### config.mk
export PLATFORM = sky130hd
export DESIGN_NAME = xix4_phase_sequencer
export DESIGN_NICKNAME = d
export VERILOG_FILES = /design/src/rtl/xix4_phase_sequencer.sv
export SDC_FILE = /design/constraint.sdc
export NUM_CORES = 1
export LEC_CHECK = 0
export CAP_MARGIN = 10
export CORE_ASPECT_RATIO = 1.4
export CORE_MARGIN = 5
export CORE_UTILIZATION = 40
export CTS_CLUSTER_SIZE = 25
export DETAILED_ROUTE_END_ITERATION = 7
export PLACE_DENSITY = 0.79
export SYNTH_ARGS = -nofsm -noshare
export SYNTH_HDL_FRONTEND = slang
export SYNTH_SLANG_ARGS = --single-unit
### constraint.sdc
create_clock -name CLK -period 2.7 [get_ports CLK]
set_input_delay 0.405 -clock CLK [delete_from_list [all_inputs] [get_ports CLK]]
set_output_delay 0.405 -clock CLK [all_outputs]
set_load 0.01 [all_outputs]
### src/rtl/xix4_phase_sequencer.sv
// xix4_phase_sequencer
//
// Sequences the DDCB/FDCB four-byte instruction group. It owns the XIX4/XIY4
// prefix flags, the 4-bit phase counter XPT and the latched fourth opcode
// byte. These feed the XIX4 phase decoder. A bus phase is stretched while
// memory is not ready.
//
// Ports
//   CLK, RESET                      clock, synchronous active-high reset
//   Set_XIX4, Set_XIY4              prefix seen: start an IX / IY sequence
//   Ld_Source, Dt_in[7:0]           capture the fourth opcode byte
//   PR_Reset_XPT                    decoder end-of-instruction strobe
//   P2_Reset_XIX4, P2_Reset_XIY4    decoder flag clears
//   P2_Set_CM1, M1_ack              set / clear the pending-M1 flag
//   PC_R1, PC_W1, mem_wait          middle bus phases and memory wait
//   XPT[3:0], notXPT[3:0]           current phase and its inverse
//   Source[7:0], notSource[7:0]     latched opcode byte and its inverse
//   not_enable                      active-low decoder enable
//   is_Y                            1 = IY sequence
//   CM1                             M1 fetch pending
//   stall                           phase held this cycle
//   seq_err                         sticky overrun error
//
// state | meaning
// ------+-----------------------------------------------------------
// IDLE  | no instruction in flight, decoder disabled
// RUN   | XPT advances one phase per clock
// STALL | XPT held while memory wait stretches a read/write phase

module xix4_phase_sequencer (
    input  logic       CLK,
    input  logic       RESET,
    input  logic       Set_XIX4,
    input  logic       Set_XIY4,
    input  logic       Ld_Source,
    input  logic [7:0] Dt_in,
    input  logic       PR_Reset_XPT,
    input  logic       P2_Reset_XIX4,
    input  logic       P2_Reset_XIY4,
    input  logic       P2_Set_CM1,
    input  logic       PC_R1,
    input  logic       PC_W1,
    input  logic       mem_wait,
    input  logic       M1_ack,
    output logic [3:0] XPT,
    output logic [3:0] notXPT,
    output logic [7:0] Source,
    output logic [7:0] notSource,
    output logic       not_enable,
    output logic       is_Y,
    output logic       CM1,
    output logic       stall,
    output logic       seq_err
);

    typedef enum logic [1:0] {
        IDLE  = 2'd0,
        RUN   = 2'd1,
        STALL = 2'd2
    } state_t;

    localparam logic [3:0] LAST_PHASE = 4'd11;

    state_t state;
    logic   xix4;
    logic   xiy4;

    logic set_any;
    logic xix4_kept;
    logic xiy4_kept;
    logic flags_done;
    logic end_instr;
    logic run_stall;

    assign set_any    = Set_XIX4 | Set_XIY4;
    assign xix4_kept  = xix4 & ~P2_Reset_XIX4;
    assign xiy4_kept  = xiy4 & ~P2_Reset_XIY4;
    assign flags_done = ~xix4_kept & ~xiy4_kept;
    // Either the decoder's end strobe or both flags being cleared ends the
    // instruction; that also opens the window for a back-to-back Set_*.
    assign end_instr  = PR_Reset_XPT | flags_done;
    assign run_stall  = mem_wait & (PC_R1 | PC_W1);

    assign notXPT     = ~XPT;
    assign notSource  = ~Source;
    assign not_enable = (state == IDLE);
    assign is_Y       = xiy4;

    // The end of an instruction outranks a stall request, so stall is not
    // reported in a cycle that is about to return to phase 0.
    always_comb begin
        stall = 1'b0;
        case (state)
            RUN:     stall = run_stall & ~end_instr;
            STALL:   stall = mem_wait & ~flags_done;
            default: stall = 1'b0;
        endcase
    end

    always_ff @(posedge CLK) begin
        if (RESET) begin
            state   <= IDLE;
            XPT     <= 4'd0;
            xix4    <= 1'b0;
            xiy4    <= 1'b0;
            Source  <= 8'd0;
            CM1     <= 1'b0;
            seq_err <= 1'b0;
        end else begin
            if (Ld_Source)
                Source <= Dt_in;

            if (P2_Set_CM1)
                CM1 <= 1'b1;
            else if (M1_ack)
                CM1 <= 1'b0;

            case (state)
                IDLE: begin
                    if (set_any) begin
                        state <= RUN;
                        XPT   <= 4'd0;
                        // IY wins a tie; the other flag is always cleared
                        // so the two flags can never be set together.
                        xiy4  <= Set_XIY4;
                        xix4  <= Set_XIX4 & ~Set_XIY4;
                    end else begin
                        xix4 <= xix4_kept;
                        xiy4 <= xiy4_kept;
                    end
                end

                RUN: begin
                    if (end_instr) begin
                        XPT <= 4'd0;
                        if (set_any) begin
                            state <= RUN;
                            xiy4  <= Set_XIY4;
                            xix4  <= Set_XIX4 & ~Set_XIY4;
                        end else begin
                            state <= IDLE;
                            xix4  <= xix4_kept;
                            xiy4  <= xiy4_kept;
                        end
                    end else if (run_stall) begin
                        state <= STALL;
                        xix4  <= xix4_kept;
                        xiy4  <= xiy4_kept;
                    end else if (XPT == LAST_PHASE) begin
                        // Decoder never ended the instruction: abort it.
                        seq_err <= 1'b1;
                        XPT     <= 4'd0;
                        xix4    <= 1'b0;
                        xiy4    <= 1'b0;
                        state   <= IDLE;
                    end else begin
                        XPT  <= XPT + 4'd1;
                        xix4 <= xix4_kept;
                        xiy4 <= xiy4_kept;
                    end
                end

                STALL: begin
                    if (flags_done) begin
                        XPT   <= 4'd0;
                        xix4  <= 1'b0;
                        xiy4  <= 1'b0;
                        state <= IDLE;
                    end else if (mem_wait) begin
                        xix4 <= xix4_kept;
                        xiy4 <= xiy4_kept;
                    end else if (XPT == LAST_PHASE) begin
                        seq_err <= 1'b1;
                        XPT     <= 4'd0;
                        xix4    <= 1'b0;
                        xiy4    <= 1'b0;
                        state   <= IDLE;
                    end else begin
                        // Wait released: advance in the same cycle.
                        XPT   <= XPT + 4'd1;
                        xix4  <= xix4_kept;
                        xiy4  <= xiy4_kept;
                        state <= RUN;
                    end
                end

                default: begin
                    state <= IDLE;
                    XPT   <= 4'd0;
                    xix4  <= 1'b0;
                    xiy4  <= 1'b0;
                end
            endcase
        end
    end

endmodule

==> impl_metrics.env, run 1 <==
export IMPL_core_area_mm2=0.00244
export IMPL_preCtsSetupSlack_ns=0.277
export IMPL_finish_instance_area_mm2=0.00159
export IMPL_hold_end="seq_err$_SDFFE_PP0P_"
export IMPL_maxSlewHeadroom_pct=56.3
export IMPL_route_detailed_drc=0
export IMPL_critPathRequiredTime_ns=2.30
export IMPL_hp_class="register to register"
export IMPL_rsz0062_at_grt="no"
export IMPL_synth_xor_area_share_pct=0
export IMPL_dr_pass1_iters=4
export IMPL_cts_root_buf="clkbuf_4"
export IMPL_max_cap_violations=0
export IMPL_place_congestion=0.877
export IMPL_fmax_mhz=408
export IMPL_hold_buffers=0
export IMPL_outcome="finished clean"
export IMPL_routed_wl_um=2680
export IMPL_cts_setup_buffers=0
export IMPL_yosysUniqueCellTypes=32
export IMPL_viasPerCell=5.01
export IMPL_fin_ws_ns=0.247
export IMPL_synth_fa_ha_area_share_pct=6.03
export IMPL_crit_arrival_ns=2.05
export IMPL_synth_top_area_share_pct=34.7
export IMPL_cellPowerDensity_mw_per_mm2=381
export IMPL_r2r_slack_ns=0.56
export IMPL_ys_top_cells_by_area="dfxtp_1, mux2i_1, nor2_1"
export IMPL_cts_max_level=1
export IMPL_hold_viol=0
export IMPL_final_common_cell="clkdlybuf4s50_1"
export IMPL_synth_compound_area_share_pct=17.9
export IMPL_reg2reg_to="XPT[0]$_SDFFE_PP0P_"
export IMPL_synth_net_count=155
export IMPL_rr_worst_depth=7
export IMPL_yosys_area_top_type="dfxtp_1"
export IMPL_setup_violations=0
export IMPL_top_layer="met4"
export IMPL_p_leak_uw=0.000632
export IMPL_grt_pass1_wl_um=4620
export IMPL_die_w_um=53.0
export IMPL_grt_antenna_before_repair=0
export IMPL_worst_pin_slew_ns=0.653
export IMPL_fin_crit_sh_pct=90.8
export IMPL_report_final_slew_viol_count=0
export IMPL_hold_path_cell_count=2
export IMPL_cts_resized=0
export IMPL_synth_simple_area_share_pct=24.0
export IMPL_placementRows=21
export IMPL_yosysSeqAreaShare_pct=34.7
export IMPL_grt_remaining_overflow=0
export IMPL_track_usage_pct=15.9
export IMPL_drt_iter0_markers=21
export IMPL_postSynth_asyncResetShare_pct=0
export IMPL_io_pins=50
export IMPL_clk_pin_slew_ns=0.10
export IMPL_cts_tree="yes"
export IMPL_ys_ff_latch=18
export IMPL_hpwl_um=2230
export IMPL_start_util_pct=42.4
export IMPL_clk_latency_ns=0.29
export IMPL_wl_met2_um=1330
export IMPL_crit_fanout=4
export IMPL_clock_sinks=18
export IMPL_fin_util_pct=65.1
export IMPL_grt_pass1_vias=1118
export IMPL_wl_met3_um=236
export IMPL_yosys_warnings=0
export IMPL_nFillCells=209
export IMPL_area_growth_pct=53.3
export IMPL_crit_type="primary input to primary output"
export IMPL_route_vias_total=1062
export IMPL_synth_area_per_cell_um2=8.04
export IMPL_endpoint_kind="primary output"
export IMPL_wl_per_cell_um=12.6
export IMPL_skew_ns=0.00119
export IMPL_placed_cell_area_mm2=0.00155
export IMPL_numCtsBuffers=3
export IMPL_drive_gt1_share_pct=4.49
export IMPL_synth_mux_area_share_pct=9.65
export IMPL_io_buffers=49
export IMPL_synthCells=129
export IMPL_tns_ns=0
export IMPL_synth_top_family_by_area="simple AND/OR/NAND/NOR gates"
export IMPL_mostFrequentLayoutCells="clkdlybuf4s50_1, nor2_1, dfxtp_1"
export IMPL_vdd_drop_max_v=0.000253
export IMPL_num_nets_final=205
export IMPL_diodes=0
export IMPL_timing_rr_start="state[0]$_SDFFE_PP0P_"
export IMPL_die_y_um=70.3
export IMPL_worstSetupStartpointType="primary input"
export IMPL_wl_met1_um=1050
export IMPL_post_route_min_period_ns=2.45
export IMPL_ant_nets=0
export IMPL_hp_start="seq_err$_SDFFE_PP0P_"
export IMPL_netlist_area_mm2=0.00104
export IMPL_die_area_mm2=0.00373
export IMPL_ys_flop_type="dfxtp_1"
export IMPL_grt_max_degree=20
export IMPL_synth_edf_count=0
export IMPL_clock_path_buffers=2
## worst max-delay path by stage
stage / start / to
detailed placement: mem_wait / stall
global placement: mem_wait / stall
finish: mem_wait / stall
floorplan: state[0]$_SDFFE_PP0P_ / XPT[2]$_SDFFE_PP0P_
CTS: mem_wait / stall
global route: state[1]$_SDFFE_PP0P_ / stall
## synthesized netlist by cell type, drive strengths merged (2+ instances only)
library cell / instances
nand2: 8
nor3: 3
a21oi: 8
o21a: 3
a21o: 2
nand2b: 5
mux2i: 10
inv: 17
nor2: 19
nand3: 4
or4: 2
dfxtp: 18
nor2b: 2
ha: 5
clkbuf: 3
o21ai: 5
a31oi: 3
## worst max-delay path, stage by stage
cell and delay (ns):
clkdlybuf4s50_1 0.54, o21ai_2 0.11, a211oi_2 0.30, o21a_1 0.16, clkdlybuf4s50_1 0.53
## final cells by class
cell class	count	area (µm²)	share of cell area, %
Inverter	17	63.8	4.01
Tap cell	34	42.5	2.68
Multi-Input combinational cell	90	597	37.5
Sequential cell	18	360	22.7
Clock buffer	4	36.3	2.28
Timing Repair Buffer	49	490	30.8
## layer usage
layer	GRT usage, %	vias to the layer above
li1	-	540
met4	7.39	0
met1	17.3	463
met3	3.83	6
met5	0	-
met2	27.6	53
## stage by stage
| stage | hold WS (ns) | instances | total power [µW] |
|---|---|---|---|
| after floorplan | 0.487 | 129 | 367 |
| after global placement | 0.455 | 208 | 445 |
| after detailed placement | 0.479 | 208 | 448 |
| after CTS | 0.503 | 212 | 615 |
| after global routing | 0.529 | 212 | 639 |
| final | 0.490 | 212 | 605 |
## state kept, by name, indices dropped and copies added (netlist names)
signal,count
state,2
seq_err,1
Source,8
is_Y,1
XPT,4
CM1,1
xix4,1
## power breakdown
part / leakage, µW / internal, µW / switching (µW)
logic: 0.000464 / 87.2 / 65.2
registers: 0.000148 / 278 / 10.5
clock network: 0.0000210 / 82.1 / 82.1
total: 0.000632 / 447 / 158
## kinds of logic after synthesis
logic type      Yosys count
simple gates             48
fa+ha+maj                 5
compound gates           27
buf+inv                  21
mux                      10
flops                    18
Note: power is estimated with default switching activity, not from simulation.
==> run 2: changes to the inputs <==
--- a/config.mk
+++ b/config.mk
@@ -12,6 +12,7 @@
 export CTS_CLUSTER_SIZE = 25
 export DETAILED_ROUTE_END_ITERATION = 7
 export PLACE_DENSITY = 0.79
+export SETUP_SLACK_MARGIN = 0.3
 export SYNTH_ARGS = -nofsm -noshare
 export SYNTH_HDL_FRONTEND = slang
 export SYNTH_SLANG_ARGS = --single-unit
==> impl_metrics.env, run 2 (synthesis results as in run 1) <==
export IMPL_cp_buffers_inverters=2
export IMPL_largest_reg_flops=8
export IMPL_dr_pass1_iters=4
export IMPL_tns_ns=0
export IMPL_hp_class="register to register"
export IMPL_hold_slack_ns=0.487
export IMPL_cp_top_family="simple AND/OR/NAND/NOR gates"
export IMPL_vdd_drop_max_v=0.000254
export IMPL_cts_tree="yes"
export IMPL_placed_cell_area_mm2=0.00155
export IMPL_register_area_um2=362
export IMPL_core_area_mm2=0.00244
export IMPL_ant_nets=0
export IMPL_drt_iter0_markers=19
export IMPL_hold_viol=0
export IMPL_drive_gt1_share_pct=7.26
export IMPL_maxSlewHeadroom_pct=55.7
export IMPL_cts_max_level=1
export IMPL_finalPower_uw=611
export IMPL_wl_per_cell_um=12.9
export IMPL_crit_chain="clkdlybuf4s50_1, nand2b_4, a211oi_2, buf_4, or3b_1, or4_1, a21oi_1"
export IMPL_cts_root_buf="clkbuf_4"
export IMPL_final_common_cell="clkdlybuf4s50_1"
export IMPL_io_buffers=49
export IMPL_setup_violations=0
export IMPL_route_detailed_drc=0
export IMPL_die_w_um=53.0
export IMPL_clock_sinks=18
export IMPL_worst_pin_slew_ns=0.663
export IMPL_io_pins=50
export IMPL_endpoint_kind="register"
export IMPL_outcome="finished clean"
export IMPL_diodes=0
export IMPL_start_util_pct=42.4
export IMPL_fin_crit_sh_pct=81.1
export IMPL_worstSetupStartpointType="primary input"
export IMPL_viasPerCell=5.06
export IMPL_crit_fanout=7
export IMPL_max_stage_delay_ns=0.50
export IMPL_grt_pass1_wl_um=4710
export IMPL_p_leak_uw=0.000666
export IMPL_hpwl_um=2230
export IMPL_finish_instance_area_mm2=0.00163
export IMPL_fin_util_pct=66.7
export IMPL_clock_path_buffers=2
export IMPL_grt_max_degree=20
export IMPL_multiInputGateArea_um2=622
export IMPL_mostFrequentLayoutCells="clkdlybuf4s50_1, nor2_1, dfxtp_1"
export IMPL_max_cap_violations=0
export IMPL_track_usage_pct=16.3
export IMPL_grt_remaining_overflow=0
export IMPL_reg_largest_list="Source (8), XPT (4), state (2)"
export IMPL_clk_latency_ns=0.29
export IMPL_cp_slowest_cell="or4_1"
export IMPL_fmax_mhz=457
export IMPL_critPathRequiredTime_ns=2.91
export IMPL_num_nets_final=206
export IMPL_crit_type="primary input to register"
export IMPL_top_register="Source"
export IMPL_routed_wl_um=2750
export IMPL_area_growth_pct=57.1
export IMPL_grt_antenna_before_repair=0
export IMPL_placementRows=21
export IMPL_place_congestion=0.877
export IMPL_grt_pass1_vias=1130
export IMPL_skew_ns=0.000654
export IMPL_die_area_mm2=0.00373
export IMPL_route_vias_total=1078
export IMPL_report_final_slew_viol_count=0
export IMPL_post_route_min_period_ns=2.19
export IMPL_die_y_um=70.3
export IMPL_clk_pin_slew_ns=0.10
export IMPL_crit_arrival_ns=2.40
export IMPL_nFillCells=200
export IMPL_rsz0062_at_grt="no"
export IMPL_numCtsBuffers=3
export IMPL_cellPowerDensity_mw_per_mm2=375
## run 2: final timing paths
check	slack, ns	from	endpoint	depth (start not counted)
worst max-delay path	0.51	P2_Reset_XIX4	XPT[0]$_SDFFE_PP0P_	7
worst min-delay path	0.49	seq_err$_SDFFE_PP0P_	seq_err$_SDFFE_PP0P_	2
worst max register to register	0.55	state[1]$_SDFFE_PP0P_	XPT[0]$_SDFFE_PP0P_	8
worst min register to register	0.49	seq_err$_SDFFE_PP0P_	seq_err$_SDFFE_PP0P_	2
## run 2: report_power, final
group          total, µW  internal [µW]  switching, µW
Sequential           290            278           12.1
Clock                164           82.1           82.2
Combinational        157           89.7           67.0
## run 2: what timing repair did
item / CTS / global route
endpoints found under the hold margin: 0 / 0
hold buffers: 0 / 0
endpoints found under the setup margin: 1 / 1
resized for setup: 1 / 7
buffers inserted: 1 / 0
pin swaps: 1 / 1
## run 2: metrics by stage
stage | setup WS (ns) | instances
final | 0.511 | 213
after CTS | 0.307 | 213
after detailed placement | 0.277 | 208
after global placement | 0.352 | 208
after global routing | 0.416 | 213
after floorplan | 0.775 | 129
## run 2: metal layers
| metal | global-route usage, % | vias up | part of all wire [%] |
|---|---|---|---|
| met5 | 0 | - | 0 |
| met4 | 7.39 | 0 | 2.0 |
| met3 | 3.83 | 6 | 8.9 |
| met2 | 28.3 | 50 | 50 |
| met1 | 18.0 | 477 | 39 |
| li1 | - | 545 | - |
## run 2: final cells by class
class | instances | area share (%)
multi-input combinational | 90 | 38.2
timing repair buffer | 50 | 30.9
sequential | 18 | 22.2
inverter | 17 | 3.92
tap | 34 | 2.61
clock buffer | 4 | 2.23
## run 2: worst reg2reg max path, stage by stage (launching register included)
cell      delay, ns
dfxtp_2        0.38
inv_1          0.09
ha_4           0.18
nand2b_1       0.11
a211oi_2       0.05
buf_4          0.14
or3b_1         0.46
or4_1          0.51
a21oi_1        0.15
